## config.mk

```make
export PLATFORM = sky130hd
export DESIGN_NAME = mask_merge_unit
export DESIGN_NICKNAME = d
export VERILOG_FILES = /design/src/rtl/mask_merge_pkg.sv /design/src/rtl/range_mask_gen.sv /design/src/rtl/mask_merge_unit.sv
export SDC_FILE = /design/constraint.sdc
export NUM_CORES = 1
export LEC_CHECK = 0
export BUFFER_PORTS_ARGS = -buffer_cell sky130_fd_sc_hd__buf_2
export CAP_MARGIN = 20
export CORE_UTILIZATION = 25
export DETAILED_ROUTE_END_ITERATION = 10
export HOLD_SLACK_MARGIN = 0.12
export PLACE_DENSITY = 0.41
export SYNTH_ARGS = -nofsm -noshare
export SYNTH_HDL_FRONTEND = slang
export SYNTH_SLANG_ARGS = --single-unit
```

## constraint.sdc

```tcl
create_clock -name clk -period 7.8 [get_ports clk]
set_input_delay 2.34 -clock clk [delete_from_list [all_inputs] [get_ports clk]]
set_output_delay 2.34 -clock clk [all_outputs]
set_load 0.05 [all_outputs]
```

## src/rtl/mask_merge_pkg.sv

```systemverilog
// Shared types and widths for the rotate-and-mask merge unit.
package mask_merge_pkg;

  localparam int DATA_W = 64;
  localparam int SEL_W  = 6;
  localparam int HALF   = 32;

  typedef enum logic [1:0] {
    OP_ROTMASK = 2'b00,
    OP_INSERT  = 2'b01,
    OP_CLEAR   = 2'b10,
    OP_RSVD    = 2'b11
  } op_e;

endpackage

```

## src/rtl/range_mask_gen.sv

```systemverilog
// Two-half range mask: bit i set iff low<=i<=high, Top selects for bits 63:32, Bot for 31:0.
module range_mask_gen
  import mask_merge_pkg::*;
(
  input  logic [SEL_W-1:0]  low_top,
  input  logic [SEL_W-1:0]  high_top,
  input  logic [SEL_W-1:0]  low_bot,
  input  logic [SEL_W-1:0]  high_bot,
  output logic [DATA_W-1:0] mask
);

  // Full 6-bit index compare; the out-of-half bound is trivially true by construction.
  for (genvar i = 0; i < DATA_W; i++) begin : g_bit
    localparam logic [SEL_W-1:0] IDX = SEL_W'(i);
    if (i >= HALF) begin : g_top
      assign mask[i] = (low_top <= IDX) && (high_top >= IDX);
    end else begin : g_bot
      assign mask[i] = (low_bot <= IDX) && (high_bot >= IDX);
    end
  end

endmodule

```

## src/rtl/mask_merge_unit.sv

```systemverilog
// Rotate a source operand and merge it into a destination under a range mask.
// Two-stage valid/ready pipeline: stage 1 holds mask/rotated operands, stage 2 the result.
module mask_merge_unit
  import mask_merge_pkg::*;
#(
  parameter int TAG_W = 4,
  parameter int CNT_W = 16
) (
  input  logic              clk,
  input  logic              rst,
  input  logic              in_valid,
  output logic              in_ready,
  input  logic [1:0]        in_op,
  input  logic [DATA_W-1:0] in_src,
  input  logic [DATA_W-1:0] in_dst,
  input  logic [SEL_W-1:0]  in_rot,
  input  logic [SEL_W-1:0]  in_low_top,
  input  logic [SEL_W-1:0]  in_high_top,
  input  logic [SEL_W-1:0]  in_low_bot,
  input  logic [SEL_W-1:0]  in_high_bot,
  input  logic [TAG_W-1:0]  in_tag,
  output logic              out_valid,
  input  logic              out_ready,
  output logic [DATA_W-1:0] out_result,
  output logic [TAG_W-1:0]  out_tag,
  output logic              out_illegal,
  output logic [CNT_W-1:0]  op_count
);

  logic              s1_valid_r;
  logic [DATA_W-1:0] s1_mask_r;
  logic [DATA_W-1:0] s1_rot_r;
  logic [DATA_W-1:0] s1_dst_r;
  op_e               s1_op_r;
  logic [TAG_W-1:0]  s1_tag_r;

  logic [DATA_W-1:0] mask_s;
  logic [DATA_W-1:0] rot_s;
  logic [DATA_W-1:0] result_s;
  logic              illegal_s;
  logic              in_fire_s;
  logic              s1_adv_s;

  range_mask_gen u_mask (
    .low_top  (in_low_top),
    .high_top (in_high_top),
    .low_bot  (in_low_bot),
    .high_bot (in_high_bot),
    .mask     (mask_s)
  );

  // Left rotate; a shift of 64 on the right term yields zero, so rot=0 passes src through.
  assign rot_s = (in_src << in_rot) | (in_src >> (7'd64 - {1'b0, in_rot}));

  // Stage 1 may move on when stage 2 is empty or being drained this cycle.
  assign s1_adv_s  = s1_valid_r && (!out_valid || out_ready);
  assign in_ready  = !rst && (!s1_valid_r || !out_valid || out_ready);
  assign in_fire_s = in_valid && in_ready;

  // Merge of the stage-1 operands according to the opcode.
  always_comb begin
    result_s  = {DATA_W{1'b0}};
    illegal_s = 1'b0;
    case (s1_op_r)
      OP_ROTMASK: result_s = s1_rot_r & s1_mask_r;
      OP_INSERT:  result_s = (s1_rot_r & s1_mask_r) | (s1_dst_r & ~s1_mask_r);
      OP_CLEAR:   result_s = s1_dst_r & ~s1_mask_r;
      default: begin
        result_s  = {DATA_W{1'b0}};
        illegal_s = 1'b1;
      end
    endcase
  end

  // Stage 1 operand register.
  always_ff @(posedge clk) begin
    if (rst) begin
      s1_valid_r <= 1'b0;
      s1_mask_r  <= {DATA_W{1'b0}};
      s1_rot_r   <= {DATA_W{1'b0}};
      s1_dst_r   <= {DATA_W{1'b0}};
      s1_op_r    <= OP_ROTMASK;
      s1_tag_r   <= {TAG_W{1'b0}};
    end else begin
      s1_valid_r <= in_fire_s || (s1_valid_r && !s1_adv_s);
      if (in_fire_s) begin
        s1_mask_r <= mask_s;
        s1_rot_r  <= rot_s;
        s1_dst_r  <= in_dst;
        s1_op_r   <= op_e'(in_op);
        s1_tag_r  <= in_tag;
      end
    end
  end

  // Stage 2 output register; contents frozen while stalled by the consumer.
  always_ff @(posedge clk) begin
    if (rst) begin
      out_valid   <= 1'b0;
      out_result  <= {DATA_W{1'b0}};
      out_tag     <= {TAG_W{1'b0}};
      out_illegal <= 1'b0;
    end else if (s1_adv_s) begin
      out_valid   <= 1'b1;
      out_result  <= result_s;
      out_tag     <= s1_tag_r;
      out_illegal <= illegal_s;
    end else if (out_ready) begin
      out_valid   <= 1'b0;
    end
  end

  // Completed-operation counter, wraps naturally.
  always_ff @(posedge clk) begin
    if (rst) begin
      op_count <= {CNT_W{1'b0}};
    end else if (out_valid && out_ready) begin
      op_count <= op_count + CNT_W'(1);
    end
  end

endmodule

```

Word-level counts from Yosys, hierarchy flattened
Index checks and enable logic that the tools add are counted.
{"block": "op_classes", "reduce_logical": 80, "n_shift": 2, "mux": 4, "order_cmp": 128, "addsub": 2, "n_bitwise": 5, "n_eq_ne": 2}
{"op": "6-bit >= comparator, second input constant", "count": 32}
{"op": "6-bit <= comparator, second input constant", "count": 32}
{"op": "64-bit one-hot mux with 3 select lines", "count": 1}
{"op": "64-bit bitwise AND", "count": 2}
{"op": "64-bit OR", "count": 2}
{"op": "6-bit by 5-bit >= comparator with 1-bit output, second input constant", "count": 16}
{"op": "6-bit by 5-bit <= comparator with 1-bit output, second input constant", "count": 16}
{"op": "1-bit logical AND", "count": 69}
{"op": "64-bit NOT", "count": 1}
{"op": "64-bit by 6-bit << shifter with 64-bit output", "count": 1}
{"op": "64-bit by 7-bit >> shifter with 64-bit output", "count": 1}
{"op": "6-bit by 4-bit >= comparator with 1-bit output, second input constant", "count": 8}
{"op": "6-bit by 4-bit <= comparator with 1-bit output, second input constant", "count": 8}
{"op": "6-bit by 3-bit >= comparator with 1-bit output, second input constant", "count": 4}
{"op": "6-bit by 3-bit <= comparator with 1-bit output, second input constant", "count": 4}
{"op": "16-bit by 1-bit adder with 16-bit output, second input constant", "count": 1}
{"op": "6-bit by 1-bit >= comparator with 1-bit output, second input constant", "count": 2}
{"op": "6-bit by 2-bit >= comparator with 1-bit output, second input constant", "count": 2}
{"op": "6-bit by 1-bit <= comparator with 1-bit output, second input constant", "count": 2}
{"op": "6-bit by 2-bit <= comparator with 1-bit output, second input constant", "count": 2}
{"op": "7-bit by 6-bit subtractor with 7-bit output, first input constant", "count": 1}
{"op": "1-bit zero test", "count": 4}
{"op": "1-bit logical OR", "count": 4}
{"op": "1-bit two-way mux", "count": 3}
{"op": "other kinds (5)", "count": 5}
{"block": "word_totals", "word_cells": 234, "inputBits": 168, "reg_bits": 285}

Depth between registers and ports, before layout
{"block": "logic_depth", "depth_word": 6, "ltp_mapped": 15, "ltp_nobuf": 8}

Hierarchy
A second synthesis with hierarchy kept.
{"block": "hier_totals", "hier_cells": 2732, "area_unflattened_um2": 21759.6}
{"module": "mask_merge_unit", "instances": 1, "area_per_inst_um2": 20513.4, "cells_each": 2518}
{"module": "range_mask_gen", "instances": 1, "area_per_inst_um2": 1246.2, "cells_each": 214}

Worst setup path after synthesis
No wires, ideal clock.
{"block": "synth_path", "path_kind": "input port to output port", "startpoint": "in rst", "endpoint": "out in_ready", "path_slack_ns": 1.851, "t_arrival_ns": 3.609, "cell_stages": 4, "t_required_ns": 5.460, "path_buffers": 3, "cell_sequence": "clkbuf_1 clkbuf_1 clkbuf_1 nor2_1"}
{"block": "synth_between", "elab_chain_cells": 2}
{"item": "from (decl)", "line_no": "mask_merge_unit.sv:10", "source": "input logic rst,"}
{"item": "1-bit zero test", "line_no": "mask_merge_unit.sv:57", "source": "assign in_ready = !rst && (!s1_valid_r || !out_valid || out_ready);"}
{"item": "1-bit logical AND", "line_no": "mask_merge_unit.sv:57"}
{"item": "to (decl)", "line_no": "mask_merge_unit.sv:12", "source": "output logic in_ready,"}
Every way passes these cells.

Final worst setup path
{"block": "layout_path", "startpoint": "in in_rot[0]", "endpoint": "reg s1_rot_r[18]"}
{"block": "layout_between", "elab_chain_cells": 3, "word_cells_on_any_way": 4}
{"item": "from (decl)", "line_no": "mask_merge_unit.sv:16", "source": "input logic [SEL_W-1:0] in_rot,"}
{"item": "7-bit by 6-bit subtractor with 7-bit output", "line_no": "mask_merge_unit.sv:53", "source": "assign rot_s = (in_src << in_rot) | (in_src >> (7'd64 - {1'b0, in_rot}));"}
{"item": "64-bit by 7-bit >> shifter with 64-bit output", "line_no": "mask_merge_unit.sv:53"}
{"item": "64-bit OR (*)", "line_no": "mask_merge_unit.sv:53"}
{"item": "to (signal assigned)", "line_no": "mask_merge_unit.sv:80", "source": "s1_rot_r <= {DATA_W{1'b0}};"}
{"item": "to (signal assigned)", "line_no": "mask_merge_unit.sv:88", "source": "s1_rot_r <= rot_s;"}
{"item": "to (decl)", "line_no": "mask_merge_unit.sv:32", "source": "logic [DATA_W-1:0] s1_rot_r;"}
Mark *: on every way between the ends. The rest lies on a longest branch, timed or not.
A chain may end at the register's enable or synchronous reset.

==> key figures <==
Run status
  • Status: finished clean

Synth
  • Top FF cell, synth: dfxtp_1
  • Syn nets: 2793
  • Sequential area share after synthesis: 26.9%
  • Area leader, netlist: dfxtp_1
  • Synth top area cells: dfxtp_1 (27%), mux4_2 (15%), nand2_1 (7.8%), mux2i_1 (5.9%), a21oi_1 (5.8%)
  • Mapped Area: 21200 um^2
  • Synth Area per Inst: 8.09 um^2
  • Post-synth EDFFs: 0
  • Number of synthesized register bits: 285
  • Mapped Cells: 2623
  • Top cell type's share of synthesized area: 26.9%
  • Yosys cell types: 81
  • Count leader, synth: nand2_1
  • Post-synthesis async set-or-reset flop share: 0%
  • Yosys synthesis warning count: 0
  • Post-synth top cells: nand2_1 (441), nor2_1 (293), dfxtp_1 (285), a21oi_1 (245), o21ai_0 (172)

Floorplan
  • Core area: 83800 um^2
  • Row count: 106
  • Die height: 293 um
  • Die Area: 86100 um^2
  • Die X: 293 um
  • Initial core utilization: 25.3%
  • Num ports: 255

Route
  • Antenna Violating Nets Remaining: 0
  • Wire per inst: 29.5 um
  • Via/cell ratio: 5.76
  • Starting DRT DRC Count: 2276
  • Initial DRT Pass Iterations: 6
  • Total wire length: 115 mm
  • Residual DRC count: 0
  • Vias: 22411

Clock network
  • Hold buffers post-CTS: 0
  • Resized cells post-CTS: 0
  • Clock Sinks: 285
  • CTS buffer count: 36
  • Clock Pin Slew Worst Setup and Hold Paths: 60 ps
  • Clock Path Buffers: 3
  • Clock Latency Late Sink: 560 ps
  • H-tree levels: 2
  • CTS tree: yes
  • CTS root buf: clkbuf_16
  • Setup bufs post-CTS: 0

STA
  • Max Fclk: 180 MHz
  • Relative slew slack: 24.8%
  • Final hold vios: 0
  • Sum Neg Setup Slack: 0 ps
  • Setup violators final: 0
  • Final min period: 5560 ps
  • RSZ-0062 raised after global routing: no
  • Slew Viols, Final: 0
  • Fin crit share: 71.3%
  • Clk_skew: 15.3 ps
  • Worst-Margin Slew: 1100 ps

Critical path
  • Worst path cell trace: buf_6 -> inv_2 -> ha_4 -> buf_4 -> mux2_2 -> mux4_2 -> nor2_1 -> a21oi_1 -> a2111oi_0 -> o32ai_1
  • CP Capture Type: flop
  • Data arrival time of the worst path: 5970 ps
  • Worst EP required: 8200 ps
  • Startpoint types: input port
  • CP max FO: 51
  • CP max stage delay: 650 ps
  • WS Path Type: in -> reg
  • Crit path max-delay cell type: ha_4

Finish
  • Post-layout instance area: 24600 um^2
  • Final nets: 2900
  • P&R area growth vs syn: 16.1%
  • Post-layout util: 29.4%
  • Share of layout cells above drive strength 1: 21.7%

Run
  • Max-cap violation count: 0

Placed design
  • Area after DPL: 23400 um^2
  • Placed wire-length estimate: 84.5 mm
  • GPL Wtd Cong: 0.986
  • Port bufs: 254

Power
  • Pleak: 9.04 nW
  • Total power: 4.97 mW
  • Power Density: 202 nW/um^2
  • Worst VDD drop: 0.117 mV

Hold path
  • Hold WC Path Type: reg -> reg

Global routing
  • Global route overflow: 0
  • Antenna violations before repair: 4
  • Largest net degree at the start of global routing: 150
  • Gr usage total: 25.9%
  • Number of global-route vias before repair: 21518
  • First-pass GRT wire length: 163 mm
[final cells by class]
type | instances | area [um^2]
inverters | 16 | 60.1
diodes | 3 | 7.51
clock inverters | 11 | 191
fillers | 9087 | 59200
clock buffers | 51 | 1030
multi-input cells | 2084 | 14500
repair buffers | 307 | 1710
flip-flops and latches | 285 | 5710
well taps | 1134 | 1420
[worst max-delay path, delay by kind of cell]
| kind | cells | cell delay [ps] |
|---|---|---|
| adder cells (fa/ha/maj) | 1 | 650 |
| AND/OR/NAND/NOR | 1 | 130 |
| multiplexers | 2 | 990 |
| buffers and inverters | 3 | 1010 |
| AO/OA/AOI/OAI | 3 | 780 |
[cell families after synthesis]
group | count (synthesis) | share of synthesized area, %
and+or+nand+nor | 999 | 20.9
AOI/OAI and AO/OA | 736 | 21.8
xor gates and xnor gates | 17 | 0.737
adders and majority gates | 2 | 0.118
buffers and inverters | 254 | 5.37
DFF | 285 | 26.9
muxes | 330 | 24.2
[report_power, final]
part           internal (mW)  leakage, nW  switching, mW
combinational          0.494         6.10           1.04
clock                   1.08        0.599          0.707
sequential              1.55         2.34         0.0955
total                   3.12         9.04           1.84
[cell usage in the layout, fill, tap and decap left out, drive strengths merged, types with 13 or more instances in the layout]
| master | instances |
|---|---|
| nand3 | 51 |
| a22oi | 13 |
| a21oi | 245 |
| a221oi | 15 |
| a2111oi | 18 |
| dfxtp | 285 |
| nor2 | 294 |
| and3 | 18 |
| o211ai | 72 |
| mux2i | 126 |
| nand3b | 60 |
| nand2 | 441 |
| mux2 | 64 |
| o21ai | 174 |
| inv | 14 |
| a211oi | 28 |
| buf | 305 |
| mux4 | 140 |
| o221ai | 20 |
| nor3 | 47 |
| a31oi | 31 |
| o22ai | 22 |
| nor2b | 16 |
| or3 | 16 |
| clkbuf | 52 |
[metrics by stage]
stage                     setup slack (ps)  hold slack, ps  instances
after floorplan                       1850             431       2623
after global placement                1300             436       3822
after detailed placement              1720             443       3825
after CTS                             2280             450       3887
after global routing                  1990             470       3889
final                                 2240             448       3891
[final timing paths]
path                    start           end  slack, ps  depth (start not counted)
hold reg to reg   out_illegal   out_illegal        450                          2
setup / recovery    in_rot[0]  s1_rot_r[18]       2240                         10
hold / removal    out_illegal   out_illegal        450                          2
setup reg to reg    out_valid   s1_rot_r[1]       4730                          7
[flip-flops by register name, summed over array words and instances (netlist names)]
signal	flops
out_result	64
s1_dst_r	64
s1_mask_r	64
s1_rot_r	64
op_count	16
out_tag	4
s1_tag_r	4
s1_op_r	2
out_illegal	1
out_valid	1
s1_valid_r	1
[layer usage]
layer	track usage, %	vias to the layer above	share of wire, %
met3	4.34	174	7.4
met4	9.46	2	3.8
li1	-	9945	-
met2	40.3	1120	44
met5	0	-	0.011
met1	35.8	11170	45
Power figures use the tool's default switching activity.
